[config.mk]
export PLATFORM = sky130hd
export DESIGN_NAME = serial_adder
export DESIGN_NICKNAME = d
export VERILOG_FILES = /design/src/rtl/serial_adder.sv
export SDC_FILE = /design/constraint.sdc
export NUM_CORES = 1
export LEC_CHECK = 0
export CAP_MARGIN = 10
export CORE_ASPECT_RATIO = 0.8
export CORE_UTILIZATION = 50
export CTS_BUF_LIST = sky130_fd_sc_hd__clkbuf_4 sky130_fd_sc_hd__clkbuf_8
export DETAILED_ROUTE_END_ITERATION = 8
export GPL_ROUTABILITY_DRIVEN = 0
export GPL_TIMING_DRIVEN = 0
export PLACE_DENSITY_LB_ADDON = 0.15
export SLEW_MARGIN = 20
export SYNTH_ARGS = -nofsm -noshare
export SYNTH_HDL_FRONTEND = slang
export SYNTH_SLANG_ARGS = --single-unit
[constraint.sdc]
create_clock -name clk -period 1.6 [get_ports clk]
set_input_delay 0.48 -clock clk [delete_from_list [all_inputs] [get_ports clk]]
set_output_delay 0.48 -clock clk [all_outputs]
set_load 0.1 [all_outputs]
[src/rtl/serial_adder.sv]
// Bit-serial WIDTH-bit adder, LSB first, one bit per clock: {carry,sum} = a + b + cin.
// Optional subtract mode (port sub) when SERIAL_ADDER_SUB_EN is defined.
module serial_adder #(
  parameter int unsigned WIDTH = 8
) (
  input  logic             clk,
  input  logic             rst_n,
  input  logic             start,
  input  logic [WIDTH-1:0] a,
  input  logic [WIDTH-1:0] b,
  input  logic             cin,
`ifdef SERIAL_ADDER_SUB_EN
  input  logic             sub,
`endif
  output logic             ready,
  output logic             busy,
  output logic             done,
  output logic [WIDTH-1:0] sum,
  output logic             carry
);

  localparam int unsigned    CW   = (WIDTH > 1) ? $clog2(WIDTH) : 1;
  localparam logic [CW-1:0]  LAST = CW'(WIDTH - 1);

  localparam logic [1:0] S_IDLE = 2'd0;
  localparam logic [1:0] S_RUN  = 2'd1;
  localparam logic [1:0] S_DONE = 2'd2;

  logic [1:0]       r_state;
  logic [WIDTH-1:0] r_a_sr;
  logic [WIDTH-1:0] r_b_sr;
  logic [WIDTH-2:0] r_res;
  logic             r_c;
  logic [CW-1:0]    r_cnt;
  logic [WIDTH-1:0] r_sum;
  logic             r_carry;

  logic             w_ha0_s, w_ha0_c, w_ha1_s, w_ha1_c, w_cout;
  logic [WIDTH-1:0] w_res_next;
  logic [WIDTH-1:0] w_b_load;
  logic             w_c_load;

  // Two half-adder stages plus OR form the full-adder bit cell.
  assign w_ha0_s = r_a_sr[0] ^ r_b_sr[0];
  assign w_ha0_c = r_a_sr[0] & r_b_sr[0];
  assign w_ha1_s = w_ha0_s ^ r_c;
  assign w_ha1_c = w_ha0_s & r_c;
  assign w_cout  = w_ha0_c | w_ha1_c;

  // The stored partial result lacks its LSB slot: the oldest bit falls out as the final bit enters.
  assign w_res_next = {w_ha1_s, r_res};

`ifdef SERIAL_ADDER_SUB_EN
  assign w_b_load = sub ? ~b : b;
  assign w_c_load = sub ? 1'b1 : cin;
`else
  assign w_b_load = b;
  assign w_c_load = cin;
`endif

  always_ff @(posedge clk) begin
    if (!rst_n) begin
      r_state <= S_IDLE;
      r_a_sr  <= '0;
      r_b_sr  <= '0;
      r_res   <= '0;
      r_c     <= 1'b0;
      r_cnt   <= '0;
      r_sum   <= '0;
      r_carry <= 1'b0;
    end else begin
      case (r_state)
        S_IDLE: begin
          if (start) begin
            r_a_sr  <= a;
            r_b_sr  <= w_b_load;
            r_c     <= w_c_load;
            r_res   <= '0;
            r_cnt   <= '0;
            r_state <= S_RUN;
          end
        end
        S_RUN: begin
          r_a_sr <= r_a_sr >> 1;
          r_b_sr <= r_b_sr >> 1;
          r_c    <= w_cout;
          r_res  <= w_res_next[WIDTH-1:1];
          r_cnt  <= r_cnt + 1'b1;
          if (r_cnt == LAST) begin
            r_sum   <= w_res_next;
            r_carry <= w_cout;
            r_state <= S_DONE;
          end
        end
        S_DONE: begin
          r_state <= S_IDLE;
        end
        default: begin
          r_state <= S_IDLE;
        end
      endcase
    end
  end

  assign ready = (r_state == S_IDLE);
  assign busy  = (r_state == S_RUN);
  assign done  = (r_state == S_DONE);
  assign sum   = r_sum;
  assign carry = r_carry;

endmodule

# --- Word-level counts from Yosys, hierarchy flattened ---
# Cells that the tools add are included.
totals:
  ff_bits: 38
  input_bits: 20
  out_inout_bits: 12
  word_cells: 37
classes:
  add_sub_neg: 1
  eq_ne: 5
  mux: 13
  n_bitwise: 5
  reduce_logical: 5
op_table:
  columns: ["cell", "n"]
  rows:
  - ["one-hot mux 8 bit (2 select lines)", 2]
  - ["2-to-1 mux 8 bit", 2]
  - ["one-hot mux 7 bit (2 select lines)", 1]
  - ["2-to-1 mux 7 bit", 1]
  - ["one-hot mux 3 bit (2 select lines)", 1]
  - ["AND reduction 2 bit", 3]
  - ["2-to-1 mux 2 bit", 2]
  - ["one-hot mux 2 bit (2 select lines)", 1]
  - ["adder 3 x 1 -> 3 bit, second input constant", 1]
  - ["equality test 3 bit, second input constant", 1]
  - ["2-to-1 mux 3 bit", 1]
  - ["bitwise AND 1 bit", 2]
  - ["equality test 2 x 1 -> 1 bit, second input constant", 1]
  - ["equality test 2 bit, second input constant", 1]
  - ["zero test 2 bit", 1]
  - ["!= test 2 x 1 -> 1 bit, second input constant", 1]
  - ["!= test 2 bit, second input constant", 1]
  - ["one-hot mux 1 bit (2 select lines)", 1]
  - ["nonzero test 2 bit", 1]
  - ["XOR 1 bit", 2]
  - ["2-to-1 mux 1 bit", 1]
  - ["bitwise OR 1 bit", 1]

# --- Logic depth before layout (Yosys ltp) ---
# Gate-level depths: netlist of run 1.
logic_depth:
  depth_word: 4
  ltp_mapped: 6
  depth_no_buf: 5

# --- Worst setup path after synthesis of run 1 ---
# Ideal clock, no wire load.
synth_timing:
  path_kind: "register -> output"
  start: "reg r_state[1]"
  end: "out done"
  arrival_ps: 1824
  required_time_ps: 1120
  slack_ps: -704
  stages_incl_launch_ff: 3
  n_path_buf: 1
  cell_sequence: "dfxtp_1 buf_2 nor2b_1"
synth_via:
  elab_chain_len: 1
synth_rtl:
  columns: ["element", "line", "source"]
  rows:
  - ["start, declared", "29", "logic [1:0] r_state;"]
  - ["start signal, assigned", "63", "r_state <= S_IDLE;"]
  - ["start signal, assigned", "80", "r_state <= S_RUN;"]
  - ["start signal, assigned", "92", "r_state <= S_DONE;"]
  - ["equality test 2 bit", "107", "assign done = (r_state == S_DONE);"]
  - ["end, declared", "17", "output logic done,"]
# Every way passes these cells.

# --- Worst setup path after layout of run 1 ---
layout_timing:
  start: "reg r_state[1]"
  end: "out busy"
layout_via:
  elab_chain_len: 1
layout_rtl:
  columns: ["element", "line", "source"]
  rows:
  - ["equality test 2 x 1 -> 1 bit", "106", "assign busy = (r_state == S_RUN);"]
  - ["end, declared", "16", "output logic busy,"]
# Every way passes these cells.

==> out/metrics.cfg, run 1 <==
[worst_setup_path]
timing.rr.end = r_a_sr[0]
cp.required_ns = 1.12
crit_fanout = 3
reg2reg_from = r_state[0]
cp.arrival_ns = 1.10
start_kind = flop
cp-startpoint = r_state[1]
r2r_setup_slack_ns = 0.09
endpoint_kind = primary output
critical_path_class = flop to primary output
r2r_cells = 6
crit_end = busy

[placed_design]
dp_slack_ns = -0.926
io_buffers = 30
dpl.hpwl_mm = 2.36

[route]
met3_wirelength_um = 124
wl_per_cell_um = 13.2
viasPerCell = 5.36
drt_iter0_drc = 66
vias = 1323
wirelength_mm = 3.25
detail-route-antenna-nets = 0
wl_met2_mm = 1.46
drtPass1Iterations = 4
wl_met1_mm = 1.62
routed.top_layer = met4
remaining_drc_errors = 0

[timing]
post-route-period-util = 0.990
setup_viol = 0
rsz0062_at_grt = yes
setup_tns_ns = 0
min_period_ns = 1.58
drv_slew = 0
max_clock_freq_ghz = 0.632
fin_ws_ns = 0.0167
worst-slew-pin-transition_ns = 0.659
relSlewSlack = 0.560
clock_skew_ns = 0.00630
hold_violations = 0

[die]
start_util = 0.526
core-area_mm2 = 0.00309
ios = 32
die_h_um = 53.0
die_area_mm2 = 0.00348
chipWidth_um = 65.7
rows = 18

[logic_synthesis]
async_flop_share = 0
synth_area_mm2 = 0.00162
synth-seq-cells = 38
synth_edf_count = 0
syn_inst = 167
synth.distinct_cells = 28
synth_nets = 190
yosysWarnings = 0
synth_flop_cell = dfxtp_1
ys_seq_area_frac = 0.468
avgSynthCellArea_um2 = 9.72

[finish]
syn2layout_area_growth_pct = 30.1
nNetsFinal = 230
antenna_cells = 0
drive_above_1_share = 0.242
final_util = 0.685

[pwr]
p_leak_nw = 0.815
vdd_drop_max_v = 0.000677
powerDensity_mw_per_mm2 = 924
fin_total_pwr_w = 0.00195

[cts]
cts_buffer_depth = 2
cts_tree = done
clock-root-buffer = clkbuf_8
ctsHoldBuffers = 0
htreeDepth = 2
clk_pin_slew_ns = 0.07
numCtsBuffers = 5
clock_sinks = 38
clock_latency_ns = 0.29

[global_routing]
gr-usage-all-layers = 0.203
grt_antenna_before_repair = 0
grt_max_degree = 11
grt_pass1_vias = 1146
grt_overflow = 0
grt_first_pass_wirelength_mm = 5.18

[min_path]
worstHoldPathType = flop to flop
hold_depth = 2

[flow_run]
cap_violations = 0

[outcome]
status = finished, final reports clean

## cell usage after synthesis (4+ instances only)
master / count / share of area
o221ai_2: 10 / 0.092
a21boi_0: 11 / 0.051
buf_2: 6 / 0.018
a22oi_1: 9 / 0.042
nor2b_1: 10 / 0.039
nor2_1: 32 / 0.074
o221ai_1: 5 / 0.027
nand2_1: 10 / 0.023
clkbuf_1: 4 / 0.0092
nand3_1: 9 / 0.028
dfxtp_1: 38 / 0.47
## worst min-delay path by stage
| stage | startpoint | end | slack (ns) |
|---|---|---|---|
| after global routing | sum[0] | sum[0] | 0.49 |
| after detailed placement | sum[0] | sum[0] | 0.46 |
| after CTS | sum[0] | sum[0] | 0.47 |
| after floorplan | r_b_sr[1] | r_b_sr[1] | 0.44 |
| final | sum[0] | sum[0] | 0.46 |
| after global placement | sum[1] | sum[1] | 0.45 |
## sequential cells by signal, indices dropped and copies added (netlist names)
name / cells
carry: 1
r_a_sr: 8
r_b_sr: 8
r_c: 1
r_cnt: 3
r_res: 7
r_state: 2
sum: 8
## metal layers
| layer | up-vias | GRT usage |
|---|---|---|
| li1 | 668 | - |
| met1 | 627 | 0.266 |
| met2 | 21 | 0.306 |
| met3 | 7 | 0.0560 |
| met4 | 0 | 0.0942 |
| met5 | - | 0 |
## cells in the final DEF (no fill, tap or decap)
master           instances
o21ai_0                  2
a21boi_0                11
a22oi_1                  9
o221ai_1                 5
buf_4                    5
o21ba_2                  1
o221ai_2                10
o211a_1                  1
or3b_1                   1
clkdlybuf4s15_1          1
dfxtp_1                 37
nand4bb_1                2
nand3b_1                 1
clkbuf_4                 2
clkbuf_2                 1
nand2b_4                 1
nand2_1                 10
buf_1                    1
clkbuf_8                 5
nor2_4                   1
nand3_1                  9
inv_4                    1
mux2i_1                  1
buf_12                   4
clkdlybuf4s50_1         17
nor2b_1                  9
clkbuf_1                 2
inv_1                    1
nor2b_4                  1
fa_1                     1
and3_1                   1
dfxtp_2                  1
buf_2                   13
ha_1                     2
buf_6                    4
nor2_1                  31
nor3b_1                  1
o21bai_1                 1
## where the power goes
part           internal [W]  switching [W]
clock              0.000333       0.000302
sequential         0.000991      0.0000327
combinational      0.000147       0.000147
total               0.00147       0.000482
## through the flow
stage / hold slack [ns] / instances / instance area, um2
2_1_floorplan: 0.441 / 167 / 1640
3_3_place_gp: 0.451 / 237 / 1990
3_5_place_dp: 0.459 / 237 / 1990
4_1_cts: 0.466 / 243 / 2060
5_1_grt: 0.489 / 247 / 2110
6_report: 0.462 / 247 / 2110
## critical path: stages, from the launching register on
cell      delay, ns
dfxtp_2        0.33
nand2b_4       0.16
inv_4          0.06
buf_6          0.10
buf_12         0.16
## repair_timing
| item | 4_1_cts | 5_1_grt |
|---|---|---|
| setup endpoints to repair | 36 | 10 |
| resized for setup | 77 | 6 |
| buffers inserted | 0 | 5 |
## final cells by class
type                    count  area (um2)
inverters                   2        10.0
fillers                   244         972
clock buffers               7        83.8
plain buffers              13         101
well taps                  40        50.0
flip-flops and latches     38         762
multi-input cells         112         783
repair buffers             35         323
## cell families (layout without fill, tap and decap cells)
family,Yosys count,after routing,share of synthesized area
muxes,1,1,0.00616
adders and majority gates,3,3,0.0277
and+or+nand+nor,68,68,0.200
buffers and inverters,17,57,0.0632
DFF,38,38,0.468
AOI/OAI and AO/OA,40,40,0.235
Power figures use the tool's default switching activity.
==> run 2, diff against run 1 <==
- CORE_MARGIN: default -> 1.5
==> out/metrics.cfg, run 2 (synthesis results as in run 1) <==
[finish]
drive_above_1_share = 0.233  ; -0.00854
layout_common_cells = dfxtp_1, nor2_1, clkdlybuf4s50_1
syn2layout_area_growth_pct = 29.5
mostFrequentLayoutCell = dfxtp_1
fin_cells = 246  ; -0.40%
nNetsFinal = 229  ; -0.43%
antenna_cells = 0  ; unchanged
final_util = 0.682  ; -0.00324

[global_routing]
grt_max_degree = 11  ; unchanged
grt_first_pass_wirelength_mm = 5.39  ; +4.0%
grt_antenna_before_repair = 0  ; unchanged
gr-usage-all-layers = 0.208  ; +0.00544
grt_overflow = 0  ; unchanged
grt_pass1_vias = 1183  ; +3.2%

[timing]
drv_slew = 0  ; unchanged
hold_violations = 0  ; unchanged
fin_ws_ns = 0.0273  ; +0.0106 ns
min_period_ns = 1.57  ; -0.0106 ns
clock_skew_ns = 0.00687  ; +0.000572 ns
worst-slew-pin-transition_ns = 0.680  ; +0.0206 ns
relSlewSlack = 0.547  ; -0.0128
rsz0062_at_grt = yes
setup_viol = 0  ; unchanged
post-route-period-util = 0.983  ; -0.00661
max_clock_freq_ghz = 0.636  ; +0.67%

[route]
drt_iter0_drc = 85  ; +29%
drtPass1Iterations = 4  ; unchanged
wl_per_cell_um = 14.0  ; +6.6%
wirelength_mm = 3.45  ; +6.2%
vias = 1345  ; +1.7%
remaining_drc_errors = 0  ; unchanged
viasPerCell = 5.47  ; +2.1%
detail-route-antenna-nets = 0  ; unchanged

[pwr]
clockPowerShare = 0.324  ; about the same
intPower_w = 0.00147  ; -0.27%
pwr-share-comb = 0.150  ; about the same
p_switching_w = 0.000483  ; +0.22%
powerDensity_mw_per_mm2 = 927  ; +0.33%
vdd_drop_max_v = 0.000703  ; +3.9%
p_leak_nw = 0.803  ; -1.5%
fin_total_pwr_w = 0.00195  ; -0.15%
seqPwrFrac = 0.525  ; about the same
swShare = 0.248  ; +0.000905

[die]
die_h_um = 54.0  ; +1.9%
chipWidth_um = 66.7  ; +1.5%
ios = 32  ; unchanged
core-area_mm2 = 0.00309  ; unchanged
die_area_mm2 = 0.00360  ; +3.4%
start_util = 0.526  ; unchanged
rows = 18  ; unchanged

[cts]
cts_tree = done
htreeDepth = 2  ; unchanged
numCtsBuffers = 5  ; unchanged
clock_sinks = 38  ; unchanged
clk_pin_slew_ns = 0.06  ; about the same
clock-root-buffer = clkbuf_8
cts_buffer_depth = 2  ; unchanged
clock_latency_ns = 0.29  ; about the same
ctsHoldBuffers = 0  ; unchanged

[worst_setup_path]
cp.required_ns = 1.12  ; about the same
r2r_setup_slack_ns = 0.09  ; about the same
crit_fanout = 6  ; +3
cp.arrival_ns = 1.09  ; about the same
endpoint_kind = primary output
start_kind = flop
critical_path_class = flop to primary output

[placed_design]
io_buffers = 30  ; unchanged
placed_cells = 237  ; unchanged
dpl.hpwl_mm = 2.38  ; +0.89%
dp_slack_ns = -0.929  ; -0.00281 ns

[flow_run]
cap_violations = 0  ; unchanged

[outcome]
status = finished, final reports clean

[min_path]
worstHoldPathType = flop to flop

-- run 2: cell types whose count changed in the layout (fill, tap and decap cells not counted) --
cell	delta
buf_1	+1
buf_4	-1
buf_6	-1
clkbuf_1	+1
clkbuf_2	-1
dfxtp_1	-1
dfxtp_2	+1
inv_4	-1
inv_8	+1
-- run 2: power groups by stage --
stage	Clock, W	Sequential (W)	Combinational, W
detailed placement	0	0.00104	0.000279
floorplan	0	0.00104	0.000191
global placement	0	0.00104	0.000269
CTS	0.000653	0.00102	0.000290
global route	0.000696	0.00103	0.000320
finish	0.000633	0.00102	0.000293
-- run 2: cell type report --
cell class / count / area, um2
Buffer: 13 / 92.6
Clock buffer: 7 / 83.8
Fill cell: 242 / 982
Inverter: 2 / 15.0
Multi-Input combinational cell: 112 / 783
Sequential cell: 38 / 763
Tap cell: 40 / 50.0
Timing Repair Buffer: 34 / 315
-- run 2: repair_timing --
item,in CTS,in global routing
setup buffers,0,4
setup endpoints to repair,36,6
pin swaps,0,0
resized for setup,80,6
-- run 2: path summary, 6_finish.rpt --
kind | endpoint | startpoint | cells after the start
max | done | r_state[1] | 3
min | sum[7] | sum[7] | 2
max reg2reg | r_b_sr[6] | r_state[0] | 6
min reg2reg | sum[7] | sum[7] | 2
-- run 2: worst max-delay path, cell delays in order, from the launching register on --
cell and delay (ns):
dfxtp_2 0.34, buf_6 0.12, nor2b_4 0.16, buf_12 0.18
-- run 2: routing by layer --
metal | global-route usage | part of all wire | up-vias
met4 | 0.0816 | 0.017 | 0
met5 | 0 | 0 | -
met1 | 0.267 | 0.44 | 633
met2 | 0.327 | 0.48 | 34
met3 | 0.0690 | 0.058 | 9
li1 | - | - | 669
-- run 2: through the flow --
stage	area (um2)	hold slack (ns)	setup TNS, ns
after floorplan	1640	0.441	0
after global placement	1990	0.451	-14.10
after detailed placement	1990	0.458	-15.14
after CTS	2070	0.465	-0.100
after global routing	2100	0.488	-0.0555
final	2100	0.462	0
==> run 3, diff against run 2 <==
- CORE_UTILIZATION: 50 -> 53
- CTS_CLUSTER_DIAMETER: default -> 200
==> out/metrics.cfg, run 3 (synthesis results as in run 1) <==
[route]
drt_iter0_drc = 86  ; +1.2%
wl_per_cell_um = 14.6  ; +4.1%
vias = 1369  ; +1.8%
viasPerCell = 5.52  ; +0.96%
detail-route-antenna-nets = 0  ; unchanged
wirelength_mm = 3.62  ; +5.0%
remaining_drc_errors = 0  ; unchanged
drtPass1Iterations = 4  ; unchanged

[outcome]
status = finished with violations
violations = negative setup slack

[die]
rows = 17  ; -1
ios = 32  ; unchanged
core-area_mm2 = 0.00283  ; -8.3%
chipWidth_um = 64.9  ; -2.7%
die_h_um = 52.5  ; -2.7%
die_area_mm2 = 0.00341  ; -5.4%
start_util = 0.574  ; +0.0477

[timing]
setup_viol = 2  ; +2
post-route-period-util = 1.01  ; +0.0303
max_clock_freq_ghz = 0.617  ; -3.0%
clock_skew_ns = 0.00482  ; -0.00205 ns
worst-slew-pin-transition_ns = 0.724  ; +0.0448 ns
hold_violations = 0  ; unchanged
drv_slew = 0  ; unchanged
min_period_ns = 1.62  ; +0.0485 ns
fin_ws_ns = -0.0212  ; -0.0485 ns
rsz0062_at_grt = yes
relSlewSlack = 0.516  ; -0.0309
setup_tns_ns = -0.0236  ; -0.0236 ns

[cts]
clock_latency_ns = 0.29  ; about the same
clk_pin_slew_ns = 0.06  ; about the same
clock_sinks = 38  ; unchanged
htreeDepth = 2  ; unchanged
numCtsBuffers = 5  ; unchanged
cts_tree = done
cts_buffer_depth = 2  ; unchanged
clock-root-buffer = clkbuf_8

[worst_setup_path]
r2r_cells = 6  ; unchanged
reg2reg_from = r_state[0]
critical_path_class = flop to primary output
slowest_stage = dfxtp_2
crit_path_cell_trace = nand2b_4 -> inv_4 -> buf_6 -> buf_12
cp.arrival_ns = 1.14  ; +0.05 ns
endpoint_kind = primary output
cp.required_ns = 1.12  ; about the same
max_stage_delay_ns = 0.33  ; about the same
crit_fanout = 3  ; -3
timing.rr.end = r_a_sr[2]
start_kind = flop
r2r_setup_slack_ns = 0.08  ; about the same

[min_path]
worstHoldPathType = flop to flop
holdPathEnd = sum[1]
hp-start = sum[1]
hold_depth = 2  ; unchanged

[finish]
fin_cells = 248  ; +0.81%
layout_common_cells = dfxtp_1, nor2_1, clkdlybuf4s50_1
stdcell_area_mm2 = 0.00212  ; +1.0%
fillers = 191  ; -21%
drive_above_1_share = 0.252  ; +0.0194
syn2layout_area_growth_pct = 30.8
nNetsFinal = 233  ; +1.7%
antenna_cells = 0  ; unchanged
mostFrequentLayoutCell = dfxtp_1

[global_routing]
grt_first_pass_wirelength_mm = 5.49  ; +1.9%
gr-usage-all-layers = 0.219  ; +0.0110
grt_pass1_vias = 1164  ; -1.6%
grt_max_degree = 11  ; unchanged
grt_antenna_before_repair = 0  ; unchanged
grt_overflow = 0  ; unchanged

[pwr]
p_leak_nw = 0.824  ; +2.6%
vdd_drop_max_v = 0.000835  ; +19%
fin_total_pwr_w = 0.00197  ; +1.1%
powerDensity_mw_per_mm2 = 928  ; +0.13%

[flow_run]
cap_violations = 0  ; unchanged

[placed_design]
io_buffers = 30  ; unchanged
dpl.hpwl_mm = 2.48  ; +4.2%
dp_slack_ns = -0.946  ; -0.0171 ns
placed_cells = 235  ; -0.84%
dpl_cell_area_mm2 = 0.00199  ; -0.13%

==> run 3: cell count changes in the layout (fill, tap and decap cells not counted), sizes merged <==
cell           delta
buf               +3
clkbuf            +1
clkdlybuf4s15     -1
dlygate4sd2       +1
==> run 3: area by class of cell <==
class                      count  area, um2  share of cell area
tap                           38       47.5              0.0224
clock buffer                   7       83.8              0.0395
timing repair buffer          37        332               0.156
sequential                    38        763               0.359
multi-input combinational    112        783               0.369
buffer                        14        105              0.0495
inverter                       2       10.0             0.00471
==> run 3: through the flow <==
step | util | hold WS [ns]
CTS | 0.725 | 0.466
global route | 0.751 | 0.487
global placement | 0.703 | 0.450
finish | 0.751 | 0.466
floorplan | - | 0.441
detailed placement | 0.703 | 0.459
==> run 3: critical path, delay by kind of cell (launching register included) <==
kind          cells  cell delay (ns)
buf+inv           3             0.35
simple gates      1             0.17
flops             1             0.33
==> run 3: what timing repair did <==
action,in CTS,in global routing
setup buffers,0,7
resized for setup,74,9
hold buffers,0,0
setup endpoints to repair,37,5
==> run 3: per-layer routing <==
| layer | track usage | wire length [um] | share of wire | up-vias |
|---|---|---|---|---|
| met5 | 0 | 0 | 0 | - |
| met4 | 0.0638 | 31 | 0.0086 | 0 |
| met3 | 0.0710 | 194 | 0.054 | 5 |
| met2 | 0.337 | 1670 | 0.46 | 46 |
| met1 | 0.295 | 1730 | 0.48 | 643 |
| li1 | - | - | - | 675 |
==> run 3: worst max-delay path by stage <==
| stage | startpoint | to | cells past startpoint |
|---|---|---|---|
| floorplan | r_state[1] | done | 2 |
| global placement | r_state[1] | busy | 5 |
| detailed placement | r_state[1] | busy | 5 |
| CTS | r_state[1] | done | 3 |
| global route | r_state[1] | busy | 4 |
| finish | r_state[1] | busy | 4 |
==> run 3: power breakdown <==
part	switching (W)	internal (W)	total, W
clock network	0.000310	0.000334	0.000643
registers	0.0000334	0.000992	0.00102
logic	0.000155	0.000149	0.000304
